### src/rtl/aes_ctr_ctrl.sv
// =====================================================================
// Module   : aes_ctr_ctrl
// Brief    : AES-128 CTR-mode sequencer; drives an external AES core and
//            XORs its keystream onto a valid/ready data stream.
// Revision : 1.0 - initial release
// =====================================================================
`timescale 1ns/1ps
`default_nettype none

module aes_ctr_ctrl #(
  parameter int CTR_W = 32
) (
  input  logic         CLK,
  input  logic         RST,
  input  logic         start,
  input  logic         abort,
  input  logic [127:0] key_in,
  input  logic [127:0] iv_in,
  input  logic [127:0] data_in,
  input  logic         data_vld,
  output logic         data_rdy,
  output logic [127:0] data_out,
  output logic         out_vld,
  input  logic         out_rdy,
  output logic         busy,
  output logic [127:0] Kin,
  output logic [127:0] Din,
  output logic         Krdy,
  output logic         Drdy,
  input  logic         core_bsy,
  input  logic         core_kvld,
  input  logic         core_dvld,
  input  logic [127:0] core_dout
);

  localparam logic [2:0] c_IDLE  = 3'd0;
  localparam logic [2:0] c_KLOAD = 3'd1;
  localparam logic [2:0] c_KWAIT = 3'd2;
  localparam logic [2:0] c_GEN   = 3'd3;
  localparam logic [2:0] c_GWAIT = 3'd4;
  localparam logic [2:0] c_HOLD  = 3'd5;

  logic [2:0]   r_state;
  logic [2:0]   w_state_next;
  logic [127:0] r_key;
  logic [127:0] r_ctr;
  logic [127:0] r_ks;
  logic         r_ks_full;
  logic [127:0] r_data_out;
  logic         r_out_vld;
  logic [127:0] w_ctr_inc;
  logic         w_load;
  logic         w_accept;
  logic         w_ks_capture;

  // Only the low CTR_W bits count; the upper part of the block is fixed per session.
  generate
    if (CTR_W >= 128) begin : g_ctr_full
      assign w_ctr_inc = r_ctr + 128'd1;
    end else begin : g_ctr_part
      assign w_ctr_inc = {r_ctr[127:CTR_W], r_ctr[CTR_W-1:0] + CTR_W'(1)};
    end
  endgenerate

  assign w_load       = (r_state == c_IDLE) & start & ~core_bsy & ~abort;
  assign w_accept     = data_vld & data_rdy & ~abort;
  assign w_ks_capture = (r_state == c_GWAIT) & core_dvld & ~abort;

  assign Kin      = r_key;
  assign Din      = r_ctr;
  assign data_out = r_data_out;
  assign out_vld  = r_out_vld;

  always_ff @(posedge CLK or posedge RST) begin
    if (RST) begin
      r_state <= c_IDLE;
    end else begin
      r_state <= w_state_next;
    end
  end

  always_comb begin
    w_state_next = r_state;
    if (abort) begin
      w_state_next = c_IDLE;
    end else begin
      case (r_state)
        c_IDLE:  if (start && !core_bsy) w_state_next = c_KLOAD;
        c_KLOAD: w_state_next = c_KWAIT;
        c_KWAIT: if (core_kvld) w_state_next = c_GEN;
        c_GEN:   if (!core_bsy) w_state_next = c_GWAIT;
        c_GWAIT: if (core_dvld) w_state_next = c_HOLD;
        c_HOLD:  if (w_accept) w_state_next = c_GEN;
        default: w_state_next = c_IDLE;
      endcase
    end
  end

  // Core strobes are also masked by abort so no request is launched as the session dies.
  always_comb begin
    busy     = (r_state != c_IDLE);
    Krdy     = (r_state == c_KLOAD) & ~abort;
    Drdy     = (r_state == c_GEN) & ~core_bsy & ~abort;
    data_rdy = (r_state == c_HOLD) & r_ks_full & (~r_out_vld | out_rdy);
  end

  always_ff @(posedge CLK or posedge RST) begin
    if (RST) begin
      r_key      <= '0;
      r_ctr      <= '0;
      r_ks       <= '0;
      r_ks_full  <= 1'b0;
      r_data_out <= '0;
      r_out_vld  <= 1'b0;
    end else begin
      if (w_load) begin
        r_key <= key_in;
        r_ctr <= iv_in;
      end else if (w_ks_capture) begin
        r_ctr <= w_ctr_inc;
      end

      if (w_ks_capture) begin
        r_ks <= core_dout;
      end

      if (abort) begin
        r_ks_full <= 1'b0;
      end else if (w_ks_capture) begin
        r_ks_full <= 1'b1;
      end else if (w_accept) begin
        r_ks_full <= 1'b0;
      end

      // An accept on a draining edge reloads the slot and keeps it valid.
      if (abort) begin
        r_out_vld <= 1'b0;
      end else if (w_accept) begin
        r_data_out <= data_in ^ r_ks;
        r_out_vld  <= 1'b1;
      end else if (out_rdy) begin
        r_out_vld <= 1'b0;
      end
    end
  end

endmodule

`default_nettype wire
### config.mk
export PLATFORM = sky130hd
export DESIGN_NAME = aes_ctr_ctrl
export DESIGN_NICKNAME = d
export VERILOG_FILES = /design/src/rtl/aes_ctr_ctrl.sv
export SDC_FILE = /design/constraint.sdc
export NUM_CORES = 1
export LEC_CHECK = 0
export ABC_AREA = 1
export CAP_MARGIN = 20
export CORE_AREA = 4 4 353 355
export DETAILED_ROUTE_END_ITERATION = 12
export DIE_AREA = 0 0 357 359
export HOLD_SLACK_MARGIN = 0.02
export PLACE_DENSITY = 0.39
export SETUP_SLACK_MARGIN = 0.4
export SLEW_MARGIN = 20
export SYNTH_ARGS = -nofsm -noshare
export SYNTH_HDL_FRONTEND = slang
export SYNTH_SLANG_ARGS = --single-unit
export TNS_END_PERCENT = 20
### constraint.sdc
create_clock -name CLK -period 26.3 [get_ports CLK]
set_input_delay 5.26 -clock CLK [delete_from_list [all_inputs] [get_ports CLK]]
set_output_delay 5.26 -clock CLK [all_outputs]
set_load 0.02 [all_outputs]
After elaboration in Yosys (flattened, before gate mapping)

Cells that the tools add are included.

Register bits after elaboration: 517
Bits of input ports: 521
Output and inout port bits: 389
Logic and storage cells: 60

$add $sub $neg: 1
Eq/ne operators: 10
Multiplexer cells: 15
Bitwise operators: 17
Reductions and logical operators: 9

Operator list:

| operator              | number |
|---|---|
| $mux 128              | 1 |
| $xor 128x128->128     | 1 |
| $add 32x1->32 const B | 1 |
| $mux 32               | 1 |
| $mux 3                | 6 |
| $pmux 3 s6            | 1 |
| $and 1x1->1           | 12 |
| $ne 3x3->1 const B    | 4 |
| $reduce_bool 3->1     | 3 |
| $eq 3x2->1 const B    | 2 |
| $eq 3x3->1 const B    | 2 |
| $mux 1                | 6 |
| $reduce_and 5->1      | 1 |
| $eq 3x1->1 const B    | 1 |
| $logic_not 3->1       | 1 |
| $ne 3x2->1 const B    | 1 |
| $not 1->1             | 3 |
| $reduce_and 2->1      | 1 |
| $reduce_bool 2->1     | 1 |
| $logic_and 1x1->1     | 1 |
| $logic_not 1->1       | 1 |
| $or 1x1->1            | 1 |

Logic depth before layout (Yosys ltp)

Gate-level depths: netlist of run 1.

Depth after elaboration: 8
Gate-level depth with buffers: 10

Least setup slack after synthesis of run 1

Ideal clock, no wire load.

Kind: input -> output
Start: input port abort
End: output port Drdy
Data arrival time: 6.298 ns
Path slack: 14.742 ns
Stages: 4
Path through: buf_2 buf_1 clkbuf_1 nor3_1

Cells in the longest elaborated chain, start to end: 2

RTL lines:

| element         | line | source |
|---|---|---|
| start, declared | 16   | `input logic abort,` |
| $not 1->1       | 103  | `Drdy = (r_state == c_GEN) & ~core_bsy & ~abort;` |
| $and 1x1->1     | 103  |  |
| end, declared   | 29   | `output logic Drdy,` |

Every way passes these cells.

Worst setup path after layout of run 1

Start: input port core_bsy
End: output port Drdy

Cells in the longest elaborated chain, start to end: 3

RTL lines:

| element                  | line | source |
|---|---|---|
| start, declared          | 30   | `input logic core_bsy,` |
| $not 1->1                | 103  |  |
| $and 1x1->1 (2 in a row) | 103  |  |

Every way passes these cells.

==> reports/results.txt, run 1 <==
status -> complete, no violations
share of cells above drive strength 1 -> 3.87%
mux share of post-synthesis cell area -> 0%
fill count -> 13110
Post-DP HPWL -> 77.6 mm
critical path class -> in2out
final number of hold-violating endpoints -> 0
Worst Reg-to-Reg Cells -> 7
GRT overflow -> 0
Clk Latency, worst-skew pair -> 630 ps
hold endpoint -> Kin[122]$_DFFE_PP0N_
I/O Pins -> 910
MaxCap Viol Count -> 0
fin. max-slew vios -> 0
GRT Total Usage -> 16.1%
EDFF count, synth -> 0
Rows -> 128
CP cell instances -> clkdlybuf4s50_1 -> nor3_1 -> clkdlybuf4s50_1
final period utilization -> 45.3%
fmax -> 84.0 MHz
synthesis-to-layout area growth -> 58.9%
count leader, synth -> nand2_1
Synth Area in Compound Gates -> 4.05%
max incr delay on CP -> 690 ps
Crit path required time -> 21040 ps
Die Area -> 0.128 mm^2
hold_sp -> Kin[122]$_DFFE_PP0N_
Starting DRT DRC Count -> 1028
slew of the pin with the lowest slew margin -> 1070 ps
Starting Density -> 18.1%
initial antenna violation count -> 25
Top delay family on crit path -> buffers and inverters
die height -> 359 um
worst r2r src -> r_state[2]$_DFFE_PP0P_
crit path DAT -> 6640 ps
Synth top area share -> 58.8%
Ys Warns -> 0
Synth cell types -> 31
Hold WS -> 474 ps
wirelength, routed -> 106 mm
flop2flop setup slack -> 22100 ps
CP Capture Type -> output pin
Commonest cells post-synth -> 1456 x nand2_1, 517 x dfrtp_1, 132 x xor2_1
total number of vias -> 19938
mapped cell area -> 0.0220 mm^2
H-tree level count -> 3
Die Wd -> 357 um
Final Skew -> 25.8 ps
startpoint types -> primary input
CTS tree -> yes
register area share after synthesis -> 58.8%
Hold Path Stages -> 2
routability congestion estimate -> 0.832
fin util -> 28.8%
Sum Neg Setup Slack -> 0 ps
Hold Path Class -> reg2reg
largest net degree at the start of global routing -> 135
largest cells by area after synthesis -> dfrtp_1 59%, nand2_1 25%, xor2_1 5.3%
Sinks on Clock Net -> 517
RSZ-0062 raised after global routing -> false
Core Region -> 0.121 mm^2
clk slew on worst S/H paths -> 50 ps
cell mode on critical path -> clkdlybuf4s50_1
clock tree buffer depth -> 3
pwr dens -> 101 mW/mm^2
post-synthesis sequential element count -> 517
Worst Path Buf+Inv -> 2
nets -> 3991
main combinational cell family by area after synthesis -> simple AND/OR/NAND/NOR gates
DRT Pass-1 Iters -> 5
fin area -> 0.0349 mm^2
DP Area -> 0.0327 mm^2
crit path max fanout -> 3
post-synthesis simple-gate area fraction -> 27.7%
CTS Buf Count -> 68
Max-slew headroom -> 28.4%
IO Port Bufs -> 909
Post-synth ARST share -> 100%
cell count after synthesis -> 2602
Final min period -> 11900 ps
R2R Path End -> Din[123]$_DFFE_PP0N_
P_leak -> 0.0171 uW
DRC -> 0
vias per cell -> 3.87
Root Buffer -> clkbuf_16
Max IR drop VDD -> 0.0000561 V
Post-CTS Setup Bufs -> 0
Setup-failing EPs final -> 0
post-synthesis xor/xnor area fraction -> 5.26%
first-pass GRT wire length -> 152 mm
Routed wire per std cell -> 20.6 um
PostCTS Resize Cnt -> 0
Synth Area in Adders -> 0.0569%
vias in the first global route -> 20438
CTS Hold Bufs -> 0
number of routed nets with antenna violations -> 0
CP max-delay cell -> clkdlybuf4s50_1
post-synth top area cell -> dfrtp_1
Post-Syn Area per Cell -> 8.45 um^2
Synth Net Count -> 3124
Top FF cell, synth -> dfrtp_1
[per-layer routing]
metal  track usage (%)  vias to the layer above  share of wire, %
met5                 0                        -              0.11
met4              3.54                       16               1.5
met3              6.00                      114               8.8
met2              29.0                      554                51
met1              18.1                     9511                38
li1                  -                     9743                 -
[worst max-delay path by stage]
stage / startpoint / to / slack, ps / cells past startpoint
6_report: core_bsy / Drdy / 14400 / 3
3_5_place_dp: core_bsy / Drdy / 14390 / 3
2_1_floorplan: RST / Din[0]$_DFFE_PP0P_ / 6600 / 1
4_1_cts: core_bsy / Drdy / 14370 / 3
3_3_place_gp: core_bsy / Drdy / 14380 / 3
5_1_grt: core_bsy / Drdy / 14340 / 3
[report_power, final]
group	internal [uW]	total (uW)	switching, uW
clock	558	949	391
combinational	576	1290	710
sequential	1080	1280	203
total	2210	3520	1300
[state kept, by name, summed over array words and instances (netlist names)]
signal	flops
out_vld	1
Kin	128
r_ks_full	1
r_ks	128
data_out	128
Din	128
r_state	3
[cells in the final DEF, fill, tap and decap left out]
cell             instances
nand3b_1                 2
a211oi_1                 3
buf_12                   1
ha_1                     1
o21bai_1                 2
clkbuf_16               69
o21ai_0                124
buf_4                   21
nand2_1               1456
inv_8                    2
nand3_4                  1
a21oi_1                  5
xor2_1                 132
nand4_4                  2
clkinv_2                 6
clkdlybuf4s50_1        908
o211ai_1                 5
nand2_2                  1
bufinv_16                3
clkbuf_1                17
and3_1                   1
dfrtp_1                517
inv_6                    1
clkinv_4                 2
nor3_1                   6
inv_2                    2
clkinv_16                1
nor2_1                  61
nand3_1                 43
clkinv_8                 5
o22ai_1                  3
inv_1                   57
nand4_1                  4
o21ai_1                 30
nor4_1                   4
diode_2                 12
clkbuf_8                15
nor2_4                   4
[cells by family after synthesis]
group	after synthesis
compound gates	172
xor+xnor	132
fa+ha+maj	1
buf+inv	195
flops	517
simple gates	1585
[worst register-to-register path, cell delays in order, from the launching register on]
cell,delay (ps)
dfrtp_1,620
nor2_1,150
nand3_4,430
buf_4,790
buf_4,890
buf_4,920
nand2_1,230
nand2_1,110
[final cells by class]
cell class	instances	area (um^2)	share of cell area (%)
inverter	62	253	0.723
tap	1625	2030	5.82
clock inverter	17	249	0.712
sequential	517	12900	37.0
timing repair buffer	930	9270	26.5
clock buffer	101	2000	5.71
antenna	12	30.0	0.0859
multi-input combinational	1890	8180	23.4
[metrics by stage]
stage	power [uW]	instances	setup slack (ps)
final	3520	5154	14400
after global routing	3740	5145	14340
after CTS	3590	5142	14370
after detailed placement	2600	5024	14390
after global placement	2600	5024	14380
after floorplan	1880	2602	6600
(Power assumes the default switching activity.)
==> run 2, diff against run 1 <==
--- a/config.mk
+++ b/config.mk
@@ -7,11 +7,11 @@
 export LEC_CHECK = 0
 export ABC_AREA = 1
 export CAP_MARGIN = 20
-export CORE_AREA = 4 4 353 355
+export CORE_AREA = 4 4 348 350
 export DETAILED_ROUTE_END_ITERATION = 12
-export DIE_AREA = 0 0 357 359
+export DIE_AREA = 0 0 352 354
 export HOLD_SLACK_MARGIN = 0.02
-export PLACE_DENSITY = 0.39
+export PLACE_DENSITY = 0.4
 export SETUP_SLACK_MARGIN = 0.4
 export SLEW_MARGIN = 20
 export SYNTH_ARGS = -nofsm -noshare
==> constraint.sdc (replaced) <==
create_clock -name CLK -period 11.7 [get_ports CLK]
set_input_delay 2.34 -clock CLK [delete_from_list [all_inputs] [get_ports CLK]]
set_output_delay 2.34 -clock CLK [all_outputs]
set_load 0.02 [all_outputs]
==> run 2 against run 1 <==
Flip-flop and latch count did not move. Worst hold slack got worse by 0.63 ps. Largest power group is now registers. Utilization rose by 0.80 points. First-iteration DRC count rose by 8.3%. Register-to-register slack got worse by 14000 ps. Highest routed layer unchanged. Critical path depth did not move. Global-route usage rose by 0.23 points.
==> reports/results.txt, run 2 (synthesis results as in run 1) <==
cell mode on critical path -> clkdlybuf4s50_1
routed wl met3 -> 7.48 mm (-20%)
fin util -> 29.6% (+0.80 points)
Sum Neg Setup Slack -> 0 ps (unchanged)
clock tree buffer depth -> 3 (unchanged)
DRC -> 0 (unchanged)
fill count -> 12530 (-4.4%)
share of cells above drive strength 1 -> 3.95% (+0.083 points)
final worst slack -> 5420 ps (-8980 ps)
Max IR drop VDD -> 0.000140 V (+150%)
Starting DRT DRC Count -> 1113 (+8.3%)
Rows -> 126 (-1.6%)
CP cell instances -> clkdlybuf4s50_1 -> nor3_1 -> clkdlybuf4s50_1
Post-CTS Setup Bufs -> 0 (unchanged)
register area -> 0.0129 mm^2 (unchanged)
Core Region -> 0.118 mm^2 (-3.0%)
fmax -> 159 MHz
WL met2 -> 54.0 mm (-1.1%)
max incr delay on CP -> 720 ps (+30 ps)
PostCTS Resize Cnt -> 0 (unchanged)
I/O Pins -> 910 (unchanged)
Post-DP HPWL -> 76.1 mm (-2.0%)
vias per cell -> 3.95 (+2.1%)
P_leak -> 0.0171 uW (about the same)
status -> complete, no violations
total number of vias -> 20012 (+0.37%)
most frequent cells in the layout -> 1456 x nand2_1, 908 x clkdlybuf4s50_1, 517 x dfrtp_1, 132 x xor2_1, 124 x o21ai_0
H-tree level count -> 3 (unchanged)
IO Port Bufs -> 909 (unchanged)
RSZ-0062 raised after global routing -> false
Hold Path Class -> reg2reg
initial antenna violation count -> 22 (-12%)
Die Wd -> 352 um (-1.4%)
nets -> 3990 (-0.025%)
fin. max-slew vios -> 0 (unchanged)
Routed wire per std cell -> 20.8 um (+0.73%)
DR top layer -> met5
final period utilization -> 53.7%
largest net degree at the start of global routing -> 151 (+12%)
startpoint types -> primary input
final number of hold-violating endpoints -> 0 (unchanged)
slew of the pin with the lowest slew margin -> 1100 ps (+29.3 ps)
GRT overflow -> 0 (unchanged)
Crit path required time -> 9360 ps (-11680 ps)
Sinks on Clock Net -> 517 (unchanged)
Multi-input gate area -> 0.00818 mm^2 (unchanged)
Setup-failing EPs final -> 0 (unchanged)
CTS Buf Count -> 70 (+2.9%)
routability congestion estimate -> 0.795 (-4.4%)
Final min period -> 6280 ps
crit path DAT -> 3940 ps (-2700 ps)
CP Capture Type -> output pin
Die Area -> 0.125 mm^2 (-2.8%)
worst slack, placed -> 5320 ps (-9070 ps)
die height -> 354 um (-1.4%)
synthesis-to-layout area growth -> 58.5%
GRT Total Usage -> 16.4% (+0.23 points)
Final Skew -> 30.3 ps (+4.50 ps)
critical path class -> in2out
Clk Latency, worst-skew pair -> 620 ps (about the same)
MaxCap Viol Count -> 0 (unchanged)
CTS Hold Bufs -> 0 (unchanged)
Top delay family on crit path -> buffers and inverters
number of routed nets with antenna violations -> 0 (unchanged)
first-pass GRT wire length -> 151 mm (-0.61%)
commonest non-fill, non-tap cell in the layout -> nand2_1
Root Buffer -> clkbuf_16
CP max-delay cell -> clkdlybuf4s50_1
wirelength, routed -> 105 mm (-0.99%)
DRT Pass-1 Iters -> 5 (unchanged)
crit path max fanout -> 3 (unchanged)
pwr dens -> 226 mW/mm^2 (+120%)
CTS tree -> yes
Max-slew headroom -> 26.5% (-2.0 points)
routed metal-1 wirelength -> 41.8 mm (+2.5%)
vias in the first global route -> 20262 (-0.86%)
clk slew on worst S/H paths -> 50 ps (about the same)
Starting Density -> 18.7% (+0.56 points)
Worst Path Buf+Inv -> 2 (unchanged)
==> run 2: through the flow <==
stage	instances	hold WS, ps	area, um^2	total power, uW
finish	5066	474	34800	7880
CTS	5055	479	34800	8040
detailed placement	4932	464	32600	5820
global placement	4932	462	32600	5840
floorplan	2602	468	22000	4240
global route	5061	488	34800	8390
==> run 2: final cells by class <==
type / instances / share of cell area, %
inverter: 62 / 0.715
tap: 1536 / 5.52
sequential: 517 / 37.1
clock inverter: 22 / 0.625
antenna: 11 / 0.0790
multi-input combinational: 1890 / 23.5
timing repair buffer: 927 / 26.6
clock buffer: 101 / 5.82
==> run 2: path summary, 6_finish.rpt <==
check	cells after the start	slack, ps	to	start
max reg2reg	6	7910	Din[81]$_DFFE_PP0N_	r_state[2]$_DFFE_PP0P_
min	2	470	Kin[121]$_DFFE_PP0N_	Kin[121]$_DFFE_PP0N_
min in group asynchronous	3	2270	r_ks[104]$_DFFE_PP0P_	RST
max in group asynchronous	4	7900	data_out[7]$_DFFE_PP0P_	RST
min reg2reg	2	470	Kin[121]$_DFFE_PP0N_	Kin[121]$_DFFE_PP0N_
max	3	5420	Drdy	core_bsy
==> run 2: report_power, final <==
part           internal [uW]  switching, uW  leakage, uW
logic                   1300           1580      0.00921
registers               2430            462      0.00676
clock network           1240            884      0.00110
==> run 2: tightest hold or removal path, cell delays in order, from the launching register on <==
cell	delay, ps
dfrtp_1	330
nand2_1	50
nand2_1	60
==> run 2: per-layer routing <==
metal | GRT usage (%) | up-vias
li1 | - | 9745
met1 | 18.9 | 9528
met2 | 29.3 | 612
met3 | 5.30 | 113
met4 | 3.95 | 14
met5 | 0 | -
==> run 3, diff against run 2 <==
==> constraint.sdc (replaced) <==
create_clock -name CLK -period 6.2 [get_ports CLK]
set_input_delay 1.24 -clock CLK [delete_from_list [all_inputs] [get_ports CLK]]
set_output_delay 1.24 -clock CLK [all_outputs]
set_load 0.02 [all_outputs]
==> run 3 against run 2 <==
Power grew 89%. Clock skew shrank 8.2 ps. Worst setup slack lost 3200 ps. Highest routed layer unchanged. Flip-flop and latch count is the same. Cell area grew 0.48%. Utilization grew 0.14 points. Clock-buffer cell count grew 8. Largest power group unchanged. Sequential share of layout area shrank 0.18 points. Global-route usage grew 0.086 points.
==> reports/results.txt, run 3 (synthesis results as in run 1) <==
Max IR drop VDD -> 0.000264 V (+89%)
register area -> 0.0129 mm^2 (unchanged)
die height -> 354 um (unchanged)
final number of hold-violating endpoints -> 0 (unchanged)
vias in the first global route -> 20344 (+0.40%)
commonest non-fill, non-tap cell in the layout -> nand2_1
GRT Total Usage -> 16.5% (+0.086 points)
DR top layer -> met5
status -> complete, no violations
CTS tree -> yes
routability congestion estimate -> 0.798 (+0.33%)
Routed wire per std cell -> 20.8 um (-0.18%)
PostCTS Resize Cnt -> 0 (unchanged)
Die Area -> 0.125 mm^2 (unchanged)
worst slack, placed -> 2140 ps (-3180 ps)
pwr dens -> 425 mW/mm^2 (+88%)
H-tree level count -> 3 (unchanged)
Setup-failing EPs final -> 0 (unchanged)
Core Region -> 0.118 mm^2 (unchanged)
final cell count without fillers -> 5081 (+0.30%)
final worst slack -> 2170 ps (-3250 ps)
placed insts -> 4950 (+0.36%)
Hold Path Class -> reg2reg
max incr delay on CP -> 720 ps (about the same)
clk slew on worst S/H paths -> 50 ps (about the same)
routed metal-1 wirelength -> 42.4 mm (+1.6%)
Root Buffer -> clkbuf_16
initial antenna violation count -> 18 (-18%)
cell mode on critical path -> clkdlybuf4s50_1
slew of the pin with the lowest slew margin -> 1040 ps (-65.5 ps)
Max-slew headroom -> 30.8% (+4.4 points)
Starting DRT DRC Count -> 1136 (+2.1%)
share of cells above drive strength 1 -> 4.27% (+0.32 points)
MaxCap Viol Count -> 0 (unchanged)
fmax -> 248 MHz
final period utilization -> 65.0%
Post-DP HPWL -> 76.8 mm (+0.98%)
nets -> 4008 (+0.45%)
critical path class -> in2out
DRC -> 0 (unchanged)
crit path max fanout -> 3 (unchanged)
synthesis-to-layout area growth -> 59.2%
clock tree buffer depth -> 3 (unchanged)
Post-CTS Setup Bufs -> 0 (unchanged)
CTS Buf Count -> 70 (unchanged)
RSZ-0062 raised after global routing -> false
Multi-input gate area -> 0.00818 mm^2 (unchanged)
startpoint types -> primary input
Final Skew -> 22.1 ps (-8.18 ps)
Final min period -> 4030 ps
CP cell instances -> clkdlybuf4s50_1 -> nor3_1 -> clkdlybuf4s50_1
DRT Pass-1 Iters -> 5 (unchanged)
fin. max-slew vios -> 0 (unchanged)
I/O Pins -> 910 (unchanged)
Die Wd -> 352 um (unchanged)
Rows -> 126 (unchanged)
CP max-delay cell -> clkdlybuf4s50_1
Crit path required time -> 4960 ps (-4400 ps)
number of routed nets with antenna violations -> 0 (unchanged)
GRT overflow -> 0 (unchanged)
routed wl met3 -> 8.18 mm (+9.4%)
vias per cell -> 3.92 (-0.81%)
CP Capture Type -> output pin
first-pass GRT wire length -> 151 mm (+0.41%)
most frequent cells in the layout -> 1456 x nand2_1, 908 x clkdlybuf4s50_1, 517 x dfrtp_1, 132 x xor2_1, 124 x o21ai_0
crit path DAT -> 2790 ps (-1150 ps)
largest net degree at the start of global routing -> 155 (+2.6%)
P_leak -> 0.0172 uW (+0.57%)
wirelength, routed -> 105 mm (+0.11%)
fill count -> 12565 (+0.28%)
WL met2 -> 53.1 mm (-1.5%)
Starting Density -> 18.7% (unchanged)
CTS Hold Bufs -> 0 (unchanged)
total number of vias -> 19909 (-0.51%)
Clk Latency, worst-skew pair -> 620 ps (about the same)
Sinks on Clock Net -> 517 (unchanged)
IO Port Bufs -> 909 (unchanged)
run 3: cell types whose count changed in the layout (fill, tap and decap cells not counted):
cell	previous run	this run
buf_12	4	8
buf_4	15	29
bufinv_16	1	2
clkbuf_1	16	22
clkbuf_16	71	72
clkbuf_8	14	15
clkinv_16	1	0
clkinv_2	10	6
clkinv_4	2	0
clkinv_8	3	1
diode_2	11	8
run 3: stage by stage:
stage | utilization, % | total power [uW] | instance area, um^2 | hold slack [ps] | setup TNS (ps)
6_report | 29.7 | 14900 | 35000 | 475 | 0
5_1_grt | 29.7 | 15900 | 35000 | 490 | 0
4_1_cts | 29.7 | 15200 | 35000 | 480 | 0
3_5_place_dp | 27.8 | 11000 | 32800 | 464 | 0
3_3_place_gp | 27.8 | 11000 | 32800 | 461 | 0
2_1_floorplan | - | 8000 | 22000 | 468 | -1066190
run 3: area by class of cell:
cell class                 instances  area share, %
clock inverter                    14          0.422
sequential                       517           36.9
antenna                            8         0.0572
inverter                          62          0.711
multi-input combinational       1890           23.4
timing repair buffer             945           27.0
clock buffer                     109           5.97
tap                             1536           5.49
run 3: worst paths after layout:
check,startpoint,slack [ps],cells past startpoint,to
setup / recovery,core_bsy,2170,3,Drdy
hold / removal,data_out[89]$_DFFE_PP0P_,470,2,data_out[89]$_DFFE_PP0P_
setup reg to reg,r_state[2]$_DFFE_PP0P_,3440,7,data_out[64]$_DFFE_PP0P_
hold reg to reg,data_out[89]$_DFFE_PP0P_,470,2,data_out[89]$_DFFE_PP0P_
max in group asynchronous,RST,3780,3,Kin[76]$_DFFE_PP0N_
min in group asynchronous,RST,1090,2,data_out[116]$_DFFE_PP0P_
run 3: power by group:
group / switching, uW / internal [uW] / leakage (uW)
sequential: 855 / 4580 / 0.00676
combinational: 2980 / 2460 / 0.00932
clock: 1620 / 2400 / 0.00109
run 3: routing by layer:
| metal | vias up | track usage, % |
|---|---|---|
| met4 | 8 | 3.75 |
| met1 | 9418 | 19.3 |
| li1 | 9786 | - |
| met5 | - | 0 |
| met3 | 105 | 5.73 |
| met2 | 592 | 28.8 |
run 3: critical path: cells and delay by family:
kind                   cells  cell delay, ps
buffers and inverters      2            1260
AND/OR/NAND/NOR            1             280
